`src/rtl/controle_pkg.sv`:
```
// Shared encodings for the multicycle control unit: state codes, opcode and
// funct constants, ULA operation codes and the internal ULA operation class.
package controle_pkg;

    // Controller state; the numeric codes are visible on the estado output.
    typedef enum logic [3:0] {
        S_FETCH  = 4'd0,
        S_DECODE = 4'd1,
        S_MEMADR = 4'd2,
        S_MEMRD  = 4'd3,
        S_MEMWB  = 4'd4,
        S_MEMWR  = 4'd5,
        S_EXEC   = 4'd6,
        S_ALUWB  = 4'd7,
        S_BRANCH = 4'd8,
        S_ADDIEX = 4'd9,
        S_ADDIWB = 4'd10,
        S_JUMP   = 4'd11
    } estado_t;

    // Opcodes, instr[31:26].
    localparam logic [5:0] OP_RTYPE = 6'b000000;
    localparam logic [5:0] OP_LW    = 6'b100011;
    localparam logic [5:0] OP_SW    = 6'b101011;
    localparam logic [5:0] OP_BEQ   = 6'b000100;
    localparam logic [5:0] OP_ADDI  = 6'b001000;
    localparam logic [5:0] OP_J     = 6'b000010;

    // R-type funct codes, instr[5:0].
    localparam logic [5:0] FUNCT_ADD = 6'b100000;
    localparam logic [5:0] FUNCT_SUB = 6'b100010;
    localparam logic [5:0] FUNCT_AND = 6'b100100;
    localparam logic [5:0] FUNCT_OR  = 6'b100101;
    localparam logic [5:0] FUNCT_SLT = 6'b101010;

    // ULA operation codes.
    localparam logic [2:0] ULA_AND = 3'b000;
    localparam logic [2:0] ULA_OR  = 3'b001;
    localparam logic [2:0] ULA_ADD = 3'b010;
    localparam logic [2:0] ULA_SUB = 3'b110;
    localparam logic [2:0] ULA_SLT = 3'b111;

    // Operation class chosen by the FSM; FUNCT defers to the funct field.
    typedef enum logic [1:0] {
        TIPO_ADD   = 2'b00,
        TIPO_SUB   = 2'b01,
        TIPO_FUNCT = 2'b10
    } ula_tipo_t;

    // lw and sw share the address-calculation path.
    function automatic logic is_mem_op(input logic [5:0] op);
        return (op == OP_LW) || (op == OP_SW);
    endfunction

endpackage

```
`src/rtl/ula_controle.sv`:
```
// ULA control decoder: maps the FSM's operation class and the funct field
// to a ULA operation code. Purely combinational.
module ula_controle
    import controle_pkg::*;
(
    input  logic [1:0] ula_tipo,
    input  logic [5:0] funct,
    output logic [2:0] ula_op
);

    // Class ADD/SUB are fixed; FUNCT decodes R-type, unknown funct falls back to ADD.
    always_comb begin
        ula_op = ULA_ADD;
        case (ula_tipo)
            TIPO_ADD: ula_op = ULA_ADD;
            TIPO_SUB: ula_op = ULA_SUB;
            TIPO_FUNCT: begin
                case (funct)
                    FUNCT_ADD: ula_op = ULA_ADD;
                    FUNCT_SUB: ula_op = ULA_SUB;
                    FUNCT_AND: ula_op = ULA_AND;
                    FUNCT_OR:  ula_op = ULA_OR;
                    FUNCT_SLT: ula_op = ULA_SLT;
                    default:   ula_op = ULA_ADD;
                endcase
            end
            default: ula_op = ULA_ADD;
        endcase
    end

endmodule

```
`src/rtl/controle_multiciclo.sv`:
```
// Moore control unit for a multicycle MIPS-like datapath. One state register,
// outputs decoded from the state only, except the BRANCH pc_en which follows
// the zero flag in the same cycle. Write strobes are forced low while reset
// is held; the state register resets asynchronously to FETCH.
module controle_multiciclo
    import controle_pkg::*;
(
    input  logic       clk,
    input  logic       rst,
    input  logic [5:0] opcode,
    input  logic [5:0] funct,
    input  logic       zero,
    output logic [2:0] ulaOp,
    output logic       ula_src_a,
    output logic [1:0] ula_src_b,
    output logic [1:0] pc_src,
    output logic       pc_en,
    output logic       ir_write,
    output logic       mem_write,
    output logic       reg_write,
    output logic       iord,
    output logic       reg_dst,
    output logic       mem_to_reg,
    output logic [3:0] estado
);

    estado_t   state_q;
    estado_t   state_d;
    ula_tipo_t ula_tipo;
    logic      ula_ativa;
    logic [2:0] ula_op_dec;
    logic      pc_en_w;
    logic      ir_write_w;
    logic      mem_write_w;
    logic      reg_write_w;

    ula_controle u_ula_controle (
        .ula_tipo (ula_tipo),
        .funct    (funct),
        .ula_op   (ula_op_dec)
    );

    // State register; reset aborts any instruction and lands in FETCH at once.
    always_ff @(posedge clk or negedge rst) begin
        if (!rst) begin
            state_q <= S_FETCH;
        end else begin
            state_q <= state_d;
        end
    end

    // Next-state and per-state outputs; anything a state does not drive stays 0.
    always_comb begin
        state_d     = S_FETCH;
        ula_tipo    = TIPO_ADD;
        ula_ativa   = 1'b0;
        ula_src_a   = 1'b0;
        ula_src_b   = 2'b00;
        pc_src      = 2'b00;
        pc_en_w     = 1'b0;
        ir_write_w  = 1'b0;
        mem_write_w = 1'b0;
        reg_write_w = 1'b0;
        iord        = 1'b0;
        reg_dst     = 1'b0;
        mem_to_reg  = 1'b0;
        case (state_q)
            S_FETCH: begin
                ula_ativa  = 1'b1;
                ula_src_b  = 2'b01;
                ir_write_w = 1'b1;
                pc_en_w    = 1'b1;
                state_d    = S_DECODE;
            end
            S_DECODE: begin
                // Branch target is computed here while the opcode is decoded.
                ula_ativa = 1'b1;
                ula_src_b = 2'b11;
                if (is_mem_op(opcode))       state_d = S_MEMADR;
                else if (opcode == OP_RTYPE) state_d = S_EXEC;
                else if (opcode == OP_BEQ)   state_d = S_BRANCH;
                else if (opcode == OP_ADDI)  state_d = S_ADDIEX;
                else if (opcode == OP_J)     state_d = S_JUMP;
                else                         state_d = S_FETCH;
            end
            S_MEMADR: begin
                ula_ativa = 1'b1;
                ula_src_a = 1'b1;
                ula_src_b = 2'b10;
                if (opcode == OP_LW)      state_d = S_MEMRD;
                else if (opcode == OP_SW) state_d = S_MEMWR;
                else                      state_d = S_FETCH;
            end
            S_MEMRD: begin
                iord    = 1'b1;
                state_d = S_MEMWB;
            end
            S_MEMWB: begin
                mem_to_reg  = 1'b1;
                reg_write_w = 1'b1;
                state_d     = S_FETCH;
            end
            S_MEMWR: begin
                iord        = 1'b1;
                mem_write_w = 1'b1;
                state_d     = S_FETCH;
            end
            S_EXEC: begin
                ula_ativa = 1'b1;
                ula_tipo  = TIPO_FUNCT;
                ula_src_a = 1'b1;
                state_d   = S_ALUWB;
            end
            S_ALUWB: begin
                reg_dst     = 1'b1;
                reg_write_w = 1'b1;
                state_d     = S_FETCH;
            end
            S_BRANCH: begin
                ula_ativa = 1'b1;
                ula_tipo  = TIPO_SUB;
                ula_src_a = 1'b1;
                pc_src    = 2'b01;
                pc_en_w   = zero;
                state_d   = S_FETCH;
            end
            S_ADDIEX: begin
                ula_ativa = 1'b1;
                ula_src_a = 1'b1;
                ula_src_b = 2'b10;
                state_d   = S_ADDIWB;
            end
            S_ADDIWB: begin
                reg_write_w = 1'b1;
                state_d     = S_FETCH;
            end
            S_JUMP: begin
                pc_src  = 2'b10;
                pc_en_w = 1'b1;
                state_d = S_FETCH;
            end
            default: state_d = S_FETCH;
        endcase
    end

    // States that do not use the ULA present AND (000) rather than a stale code.
    assign ulaOp     = ula_ativa ? ula_op_dec : ULA_AND;

    // Strobes are held off for the whole time reset is asserted.
    assign pc_en     = pc_en_w     & rst;
    assign ir_write  = ir_write_w  & rst;
    assign mem_write = mem_write_w & rst;
    assign reg_write = reg_write_w & rst;

    assign estado    = state_q;

endmodule

```
`config.mk`:
```
export PLATFORM = sky130hd
export DESIGN_NAME = controle_multiciclo
export DESIGN_NICKNAME = d
export VERILOG_FILES = /design/src/rtl/controle_pkg.sv /design/src/rtl/ula_controle.sv /design/src/rtl/controle_multiciclo.sv
export SDC_FILE = /design/constraint.sdc
export NUM_CORES = 1
export LEC_CHECK = 0
export ABC_AREA = 1
export BUFFER_PORTS_ARGS = -buffer_cell sky130_fd_sc_hd__buf_2
export CAP_MARGIN = 5
export CORE_MARGIN = 2
export CORE_UTILIZATION = 35
export DETAILED_ROUTE_END_ITERATION = 7
export PLACE_DENSITY = 0.65
export SLEW_MARGIN = 0
export SYNTH_ARGS = -nofsm -noshare
export SYNTH_HDL_FRONTEND = slang
export SYNTH_SLANG_ARGS = --single-unit
```
`constraint.sdc`:
```
create_clock -name clk -period 2 [get_ports clk]
set_input_delay 0.3 -clock clk [delete_from_list [all_inputs] [get_ports clk]]
set_output_delay 0.3 -clock clk [all_outputs]
set_load 0.01 [all_outputs]
```
-- Word-level counts from Yosys, hierarchy flattened
Index checks and enable logic that the tools add are counted.
- equal/unequal tests: 22
- bitwise logic cells: 4
- reductions and logical operators: 9
- multiplexer cells: 23
- operators by type and width (cell ; number):
    equality test 6 bit (second input constant) ; 6
    one-hot mux 4 bit (6 select lines) ; 1
    2-to-1 mux 4 bit ; 5
    equality test 4 x 3 -> 1 bit (second input constant) ; 4
    equality test 4 bit (second input constant) ; 4
    one-hot mux 3 bit (4 select lines) ; 1
    2-to-1 mux 3 bit ; 3
    equality test 4 x 2 -> 1 bit (second input constant) ; 2
    2-to-1 mux 1 bit ; 8
    one-hot mux 2 bit (2 select lines) ; 2
    equality test 6 x 2 -> 1 bit (second input constant) ; 1
    equality test 6 x 3 -> 1 bit (second input constant) ; 1
    equality test 6 x 4 -> 1 bit (second input constant) ; 1
    zero test 6 bit ; 1
    one-hot mux 2 bit (3 select lines) ; 1
    one-hot mux 3 bit (2 select lines) ; 1
    OR reduction 2 bit ; 3
    OR reduction 6 bit ; 1
    bitwise AND 1 bit ; 4
    equality test 4 x 1 -> 1 bit (second input constant) ; 1
    zero test 4 bit ; 1
    OR reduction 4 bit ; 1
    OR reduction 3 bit ; 1
    equality test 2 x 1 -> 1 bit (second input constant) ; 1
    other kinds (3) ; 3
- flip-flop bits (word level): 4
- input bits: 15
- logic and storage cells: 59

-- Logic depth before layout (Yosys ltp)
Gate-level depths: netlist of run 1.
- depth after elaboration: 7
- gate-level depth with buffers: 10
- gate-level depth less buffers: 10

-- Cells and area by module
From an unflattened synthesis of run 1, not the netlist that was laid out.
- cells, all modules: 139
- area, all modules: 694.4 µm²
- by module, submodules not included (module ; area each (µm²) ; instances ; sequential area each (µm²) ; cells each):
    controle_multiciclo ; 520.5 ; 1 ; 100.1 ; 102
    ula_controle ; 173.9 ; 1 ; 0.0 ; 37

-- Least setup slack after synthesis of run 1
OpenSTA, ideal clock, no wires.
- kind: register -> output
- from: reg state_q[3], in the netlist estado[3]
- to: out ulaOp[0]
- buffers on the path: 0
- data required time: 1.700 ns
- stages on the path, launching flop included: 7
- slack: 0.346 ns
- arrival: 1.354 ns
- path through: dfrtp_1 > nor2_2 > nand2_4 > ha_1 > inv_1 > nand3_2 > a21oi_2
- longest elaborated chain between the ends: 5
- ends and longest elaborated chain (what ; line ; text):
    start, declared ; controle_multiciclo.sv:27 ; estado_t state_q;
    start signal, assigned ; controle_multiciclo.sv:48 ; state_q <= state_d;
    equality test 4 bit / equality test 4 x 3 -> 1 bit (equally long branches) ; controle_multiciclo.sv:67 ; case (state_q)
    one-hot mux 2 bit (2 select lines) ; controle_multiciclo.sv:67 ;
    equality test 2 bit / equality test 2 x 1 -> 1 bit (equally long branches) ; ula_controle.sv:14 ; case (ula_tipo)
    one-hot mux 3 bit (2 select lines) ; ula_controle.sv:14 ;
    2-to-1 mux 3 bit * ; controle_multiciclo.sv:147 ; assign ulaOp = ula_ativa ? ula_op_dec : ULA_AND;
    end, declared ; controle_multiciclo.sv:13 ; output logic [2:0] ulaOp,
Every way passes the cells marked *; elsewhere a longest branch is shown, timed or not.

-- Worst setup path in the final report of run 1
- from: reg state_q[0], in the netlist estado[0]
- to: out ulaOp[0]
The elaborated chain is that of the path after synthesis.

==> results of run 1 <==
[logic make-up (layout without fill, tap and decap cells)]
group,count (synthesis),count (layout)
AND/OR/NAND/NOR,74,74
adder cells (fa/ha/maj),2,2
flip-flops,4,4
buffers and inverters,23,63
AO/OA/AOI/OAI,8,8
[repair_timing]
item                                   CTS  global route
setup endpoints to repair                3             3
endpoints found under the hold margin    4             0
setup buffers                            0             3
pin swaps                                0             1
resized for setup                        2             8
hold buffers                             1             0
[placed cells by master (no fill, tap or decap), types with 4 or more instances in the layout]
master	synthesis	routed
sky130_fd_sc_hd__buf_2	0	33
sky130_fd_sc_hd__inv_1	17	15
sky130_fd_sc_hd__inv_2	6	8
sky130_fd_sc_hd__nand2_1	19	19
sky130_fd_sc_hd__nand3_1	15	15
sky130_fd_sc_hd__nand4_1	4	4
sky130_fd_sc_hd__nor2_1	20	20
sky130_fd_sc_hd__nor2_4	2	4
[power by group through the flow]
stage               logic [mW]  clock network [mW]  registers (mW)
CTS                      0.334              0.0976           0.129
detailed placement       0.330                   0           0.128
floorplan                0.211                   0           0.133
finish                   0.385              0.0972           0.139
global route             0.429               0.105           0.140
global placement         0.332                   0           0.126
[final cells by class]
class | count | area (µm²) | area share (%)
multi-input combinational | 84 | 463 | 51.2
timing repair buffer | 37 | 198 | 21.9
sequential | 4 | 104 | 11.5
inverter | 23 | 86.3 | 9.54
tap | 25 | 31.3 | 3.46
clock buffer | 3 | 22.5 | 2.49
[worst max path at each step]
stage                                    from       end  slack [ps]  depth (start not counted)
final                     estado[0]$_DFF_PN0_  ulaOp[0]          60                          9
after global routing      estado[0]$_DFF_PN0_  ulaOp[1]         -20                         10
after CTS                 estado[0]$_DFF_PN0_  ulaOp[1]         0.7                         10
after detailed placement  estado[3]$_DFF_PN0_  ulaOp[0]         200                          7
after global placement    estado[3]$_DFF_PN0_  ulaOp[0]         210                          7
after floorplan           estado[3]$_DFF_PN0_  ulaOp[0]         350                          6
[cell usage after synthesis]
master	count	area, µm²
sky130_fd_sc_hd__and2_1	1	6.26
sky130_fd_sc_hd__nor2_1	20	75.1
sky130_fd_sc_hd__o21ai_0	2	10.0
sky130_fd_sc_hd__nand4_1	4	25.0
sky130_fd_sc_hd__o211ai_1	1	7.51
sky130_fd_sc_hd__nor2_4	2	22.5
sky130_fd_sc_hd__inv_1	17	63.8
sky130_fd_sc_hd__nor3_1	1	5.00
sky130_fd_sc_hd__nand2_4	1	11.3
sky130_fd_sc_hd__nand2_2	5	31.3
sky130_fd_sc_hd__a21oi_2	2	17.5
sky130_fd_sc_hd__ha_1	2	25.0
sky130_fd_sc_hd__dfrtp_1	4	100
sky130_fd_sc_hd__inv_2	6	22.5
sky130_fd_sc_hd__nand3_2	1	10.0
sky130_fd_sc_hd__a21oi_1	3	15.0
sky130_fd_sc_hd__nand2_1	19	71.3
sky130_fd_sc_hd__nand3b_1	1	7.51
sky130_fd_sc_hd__nor2_2	4	25.0
sky130_fd_sc_hd__nand3_1	15	75.1
[through the flow]
stage | instance area, µm² | cells | power [mW]
detailed placement | 823 | 169 | 0.458
CTS | 862 | 173 | 0.560
floorplan | 627 | 111 | 0.344
global placement | 823 | 169 | 0.458
global route | 905 | 176 | 0.674
finish | 905 | 176 | 0.621
[tightest hold or removal path: stages]
cell	delay [ps]
sky130_fd_sc_hd__buf_2	100
sky130_fd_sc_hd__nand3_1	70
sky130_fd_sc_hd__nand3_1	90
[per-layer routing]
layer,track usage (%),up-vias,share of wire (%)
met1,17.8,326,47
li1,-,434,-
met2,25.0,16,50
met3,0,0,3.3
met5,0,-,0
met4,1.71,0,0
==> impl_summary.txt, run 1 <==
----------------------------------------------------
[Route]
  Total routed wirelength ... between 1.5 and 2 mm
  Length of the first detailed-routing pass in iterations ... 4
  WL/cell ... 8.73 µm
  DR vias/cell ... 4.41
  DRT antenna net count ... 0
  Number of DRC violations after detailed-routing iteration 0 ... 10
  Vias ... 776
  Number of DRC violations after detailed routing ... 0

[Power]
  Pwr/cell area ... 686 mW/mm²
  Sw Pwr ... 0.293 mW
  Clock power frac ... 15.7%
  Portion of total power attributed to combinational logic ... between 60% and 70%
  Maximum vdd ir drop ... 0.350 mV
  Sequential group share of total power ... between 20 and 25%
  Internal cell power ... 0.328 mW
  Leak ... 0.537 nW
  Net switching share of the total power ... 47.2%

[Die]
  Starting density of the core ... between 30% and 40%
  Number of placement rows ... 15
  Height of the chip ... 46.3 µm
  Die X-Extent ... around 46 µm
  Core area ... 0.00171 mm²
  Ports ... 34
  Floorplan die area ... between 0.002 and 0.0025 mm²

[Timing]
  Final period util ... between 90% and 100%
  Worst-case hold slack ... 375 ps
  Final number of setup-violating endpoints ... 0
  Min Tclk post-route ... 1940 ps
  Number of pins exceeding their max-slew limit in the final report ... 0
  Final Hold Violating Endpoints ... 0
  Sum of negative setup slack ... 0 ps
  Worst clock skew ... 6.12 ps
  Highest achievable clock rate ... just over 500 MHz
  Transition time of the tightest slew-check pin ... 244 ps
  Worst setup margin ... between 60 and 70 ps
  Headroom to the max-slew limit ... a little over four fifths

[Synth]
  Compound-gate portion of the synthesized area ... 7.98%
  Synthesized instance count ... about 110
  Post-synthesis share of cell area spent on and, or, nand and nor gates ... roughly three fifths
  Synthesized flop and latch total ... 4
  Multiplexer share of the synthesized area ... 0%
  Post-Syn Nets ... around 130
  Syn. warnings ... 0
  Area of the mapped netlist ... roughly 630 µm²
  Combinational family with the most area after synthesis ... simple AND/OR/NAND/NOR gates
  Mean post-synth cell area ... approximately 5.6 µm²
  Share of the yosys chip area belonging to registers ... ~16%
  Share of synthesized cell area in full adder, half adder and majority cells ... 3.99%
  XOR/XNOR share of the synthesized area ... 0%
  Number of different library cells in the post-synthesis netlist ... 20

[GRT]
  Number of antenna violations at the first check in global routing ... 0
  Number of global-route vias before repair ... 598
  Maximum number of pins on one net before global-route repair ... 9
  Total overflow reported by the global router ... 0
  Global Route Usage Sum ... 13.5%
  Global-route wire length before repair ... 2.23 mm

[Clock tree]
  Clock Pin Slew Worst Setup and Hold Paths ... around 40 ps
  Worst skew pair latency ... 230 ps
  CTS Root Cell ... sky130_fd_sc_hd__clkbuf_4
  Sink Count ... 4
  Maximum root-to-sink buffer count ... 2
  Number of clock buffers inserted by TritonCTS ... 3
  Number of levels in the clock H-tree ... 1
  TritonCTS clock tree ... done

[Critical path]
  Category of the most critical setup path ... register to output pin
  Worst setup SP type ... register
  Source of the worst register-to-register timing path ... estado[3]$_DFF_PN0_
  Worst Path Arrival ... 1640 ps
  Largest stage delay on the critical path ... ~440 ps
  Required @ worst endpoint ... 1700 ps
  Endpoint type of the worst setup path ... output pin
  R2r worst-path depth ... 7
  Cell class contributing the biggest share of worst-path delay ... flip-flops
  Bufs and invs on worst path ... 4
  Reg2reg end ... estado[1]$_DFF_PN0_
  Critical path cell sequence ... inv_2, nand2_4, inv_2, nand2_4, ha_1, inv_2, nand3_2, a21oi_2, buf_2
  Most frequent CP cell ... sky130_fd_sc_hd__inv_2
  Largest fanout of any net on the critical path ... 5
  Slowest cell on the critical path ... sky130_fd_sc_hd__dfrtp_2
  Internal reg-to-reg setup slack ... ~850 ps

[Final layout]
  Fraction of layout cells with a size suffix above 1 ... 43.7%
  Number of antenna diodes ... 0
  Net total in the final layout ... 170
  Synth-to-layout area growth ... 44.3%
  Fill cells ... 167
  Max FFs per register ... 4
  Util after Layout ... 53.0%

[Placement]
  Placed wire-length estimate after detailed placement ... 1.29 mm
  Final estimated routing congestion in global placement ... 0.840
  Port Buf Inserts ... 33
  Post-Place Worst Slack ... 205 ps

[Run]
  Max Cap Viol ... 0

[Run status]
  Result of the run ... finished clean

[Hold path]
  Worst min-delay path startpoint ... opcode[3]
  Worst Hold Endpoint ... estado[2]$_DFF_PN0_
  Worst hold path class ... primary input to register
  Cell count of the worst hold path ... 3

----------------------------------------------------
(Power assumes the default switching activity.)
==> run 2: changes to the inputs <==
- CELL_PAD_IN_SITES_DETAIL_PLACEMENT: not set -> 0
- CELL_PAD_IN_SITES_GLOBAL_PLACEMENT: not set -> 1
- CORE_ASPECT_RATIO: not set -> 1.4
- CORE_UTILIZATION: 35 -> 27
- PLACE_DENSITY: 0.65 -> 0.77
==> run 2 against run 1 <==
  * Clock power is 2.8% higher
  * Highest routed layer is now met4
  * Non-clock buffer count is 3 higher
  * Largest power group unchanged
  * Critical endpoint is now ulaOp[1]
  * Critical path depth is 2 higher
  * Global-route usage is 0.084 points lower
==> impl_summary.txt, run 2 (synthesized netlist as in run 1, its figures left out) <==
----------------------------------------------------
[Hold path]
  Worst hold path class ... primary input to register (unchanged)
  Worst min-delay path startpoint ... opcode[3] (unchanged)
  Worst Hold Endpoint ... estado[2]$_DFF_PN0_ (unchanged)
  Cell count of the worst hold path ... 3 (unchanged)

[Timing]
  RSZ-0062 raised after global routing ... true
  Min Tclk post-route ... 1940 ps (about the same)
  Worst setup margin ... 60.1 ps (was 61.1 ps)
  Final period util ... 97.0% (was 96.9%)
  Final Hold Violating Endpoints ... 0 (unchanged)
  Headroom to the max-slew limit ... 83.6% (was 83.7%)
  Number of pins exceeding their max-slew limit in the final report ... 0 (unchanged)
  Transition time of the tightest slew-check pin ... 245 ps (was 244 ps)
  Worst clock skew ... 3.03 ps (was 6.12 ps)
  Worst-case hold slack ... 363 ps (was 375 ps)
  Highest achievable clock rate ... 515 MHz (was 516 MHz)
  Final number of setup-violating endpoints ... 0 (unchanged)

[GRT]
  Number of antenna violations at the first check in global routing ... 0 (unchanged)
  Global Route Usage Sum ... 13.4% (was 13.5%)
  Maximum number of pins on one net before global-route repair ... 9 (unchanged)
  Total overflow reported by the global router ... 0 (unchanged)
  Global-route wire length before repair ... 2.69 mm (was 2.23 mm)
  Number of global-route vias before repair ... 679 (was 598)

[Clock tree]
  Number of levels in the clock H-tree ... 1 (unchanged)
  Sink Count ... 4 (unchanged)
  Clock Pin Slew Worst Setup and Hold Paths ... 30 ps (was 40 ps)
  Number of clock buffers inserted by TritonCTS ... 3 (unchanged)
  Worst skew pair latency ... 240 ps (was 230 ps)
  TritonCTS clock tree ... done (unchanged)
  Maximum root-to-sink buffer count ... 2 (unchanged)
  CTS Root Cell ... sky130_fd_sc_hd__clkbuf_4 (unchanged)

[Final layout]
  Util after Layout ... 43.7% (was 53.0%)
  Fill cells ... 253 (was 167)
  Top library cells by usage in the layout, fill and taps aside ... sky130_fd_sc_hd__buf_2 (33), sky130_fd_sc_hd__nor2_1 (20), sky130_fd_sc_hd__nand2_1 (18) (was sky130_fd_sc_hd__buf_2 (33), sky130_fd_sc_hd__nor2_1 (20), sky130_fd_sc_hd__nand2_1 (19))
  Fraction of layout cells with a size suffix above 1 ... 46.8% (was 43.7%)
  Number of antenna diodes ... 0 (unchanged)
  Max FFs per register ... 4 (unchanged)
  Net total in the final layout ... 173 (was 170)
  Synth-to-layout area growth ... 51.7% (was 44.3%)
  Most frequent standard cell in the layout excluding fill and tap cells ... sky130_fd_sc_hd__buf_2 (unchanged)

[Die]
  Die X-Extent ... 44.7 µm (was 46.3 µm)
  Height of the chip ... 61.0 µm (was 46.3 µm)
  Number of placement rows ... 20 (was 15)
  Core area ... 0.00218 mm² (was 0.00171 mm²)
  Floorplan die area ... 0.00273 mm² (was 0.00215 mm²)
  Starting density of the core ... 28.8% (was 36.7%)
  Ports ... 34 (unchanged)

[Critical path]
  Internal reg-to-reg setup slack ... 750 ps (was 850 ps)
  Worst setup SP type ... register (unchanged)
  Worst Path Arrival ... 1640 ps (about the same)
  Endpoint type of the worst setup path ... output pin (unchanged)
  Required @ worst endpoint ... 1700 ps (about the same)
  Largest fanout of any net on the critical path ... 5 (unchanged)
  R2r worst-path depth ... 7 (unchanged)
  Category of the most critical setup path ... register to output pin (unchanged)
  Reg2reg end ... estado[0]$_DFF_PN0_ (was estado[1]$_DFF_PN0_)
  Source of the worst register-to-register timing path ... estado[1]$_DFF_PN0_ (was estado[3]$_DFF_PN0_)

[Placement]
  Placed wire-length estimate after detailed placement ... 1.49 mm (was 1.29 mm)
  Port Buf Inserts ... 33 (unchanged)
  Post-Place Worst Slack ... 228 ps (was 205 ps)
  Final estimated routing congestion in global placement ... 0.784 (was 0.840)

[Run]
  Max Cap Viol ... 0 (unchanged)

[Route]
  Total routed wirelength ... 1.85 mm (was 1.54 mm)
  Vias ... 824 (was 776)
  Length of the first detailed-routing pass in iterations ... 4 (unchanged)
  Number of DRC violations after detailed-routing iteration 0 ... 6 (was 10)
  Number of DRC violations after detailed routing ... 0 (unchanged)
  WL/cell ... 10.5 µm (was 8.73 µm)
  DRT antenna net count ... 0 (unchanged)
  DR vias/cell ... 4.68 (was 4.41)

[Power]
  Maximum vdd ir drop ... 0.289 mV (was 0.350 mV)
  Pwr/cell area ... 681 mW/mm² (was 686 mW/mm²)
  Leak ... 0.557 nW (was 0.537 nW)

[Run status]
  Result of the run ... finished clean (unchanged)

----------------------------------------------------
-- run 2: cell types whose count changed in the layout (fill, tap and decap cells not counted), sizes merged --
| cell | change |
|---|---|
| buf | +3 |
-- run 2: layout make-up --
class | instances | area (µm²) | area share (%)
multi-input cells | 84 | 488 | 51.3
repair buffers | 40 | 220 | 23.2
flip-flops and latches | 4 | 104 | 10.9
inverters | 23 | 88.8 | 9.34
well taps | 22 | 27.5 | 2.89
clock buffers | 3 | 22.5 | 2.37
-- run 2: worst max path at each step --
stage / startpoint / end / slack, ps / cells after the start
2_1_floorplan: estado[3]$_DFF_PN0_ / ulaOp[0] / 350 / 6
5_1_grt: estado[1]$_DFF_PN0_ / ulaOp[1] / -20 / 11
3_5_place_dp: estado[3]$_DFF_PN0_ / ulaOp[0] / 230 / 7
6_report: estado[1]$_DFF_PN0_ / ulaOp[1] / 60 / 11
3_3_place_gp: estado[0]$_DFF_PN0_ / ulaOp[0] / 250 / 8
4_1_cts: estado[2]$_DFF_PN0_ / ulaOp[0] / 10 / 8
-- run 2: worst max-delay path, cell delays in order, from the launching register on --
cell                      delay, ps
sky130_fd_sc_hd__dfrtp_2        440
sky130_fd_sc_hd__buf_4          170
sky130_fd_sc_hd__nand2_4         80
sky130_fd_sc_hd__inv_2           60
sky130_fd_sc_hd__nand2_4         80
sky130_fd_sc_hd__inv_2           70
sky130_fd_sc_hd__ha_4           170
sky130_fd_sc_hd__nand2_2         70
sky130_fd_sc_hd__nand3_2         60
sky130_fd_sc_hd__nand2_1         60
sky130_fd_sc_hd__inv_1           30
sky130_fd_sc_hd__buf_2          120
-- run 2: per-layer routing --
metal	track usage, %	up-vias	share of wire, %
met5	0	-	0
met4	5.19	0	0.22
met3	2.93	2	4.2
met2	25.3	18	57
met1	14.2	366	38
li1	-	438	-
-- run 2: stage by stage --
step	power [mW]	setup TNS [ps]	cells	cell area, µm²
2_1_floorplan	0.344	0	111	627
3_3_place_gp	0.464	0	166	820
3_5_place_dp	0.465	0	166	820
4_1_cts	0.619	0	173	888
5_1_grt	0.709	-39.3	176	951
6_report	0.647	0	176	951
-- run 2: where the power goes --
part           switching [mW]  internal, mW  total (mW)
Combinational           0.242         0.174       0.415
Clock                  0.0328        0.0671      0.0999
Sequential             0.0304         0.102       0.132
-- run 2: what timing repair did --
action                                  CTS  global route
gates resized for setup                   5             9
endpoints found under the setup margin    3             3
hold endpoints to repair                  4             0
hold buffers                              1             0
setup buffers                             3             3
pin swaps                                 0             5
gates cloned                              0             0
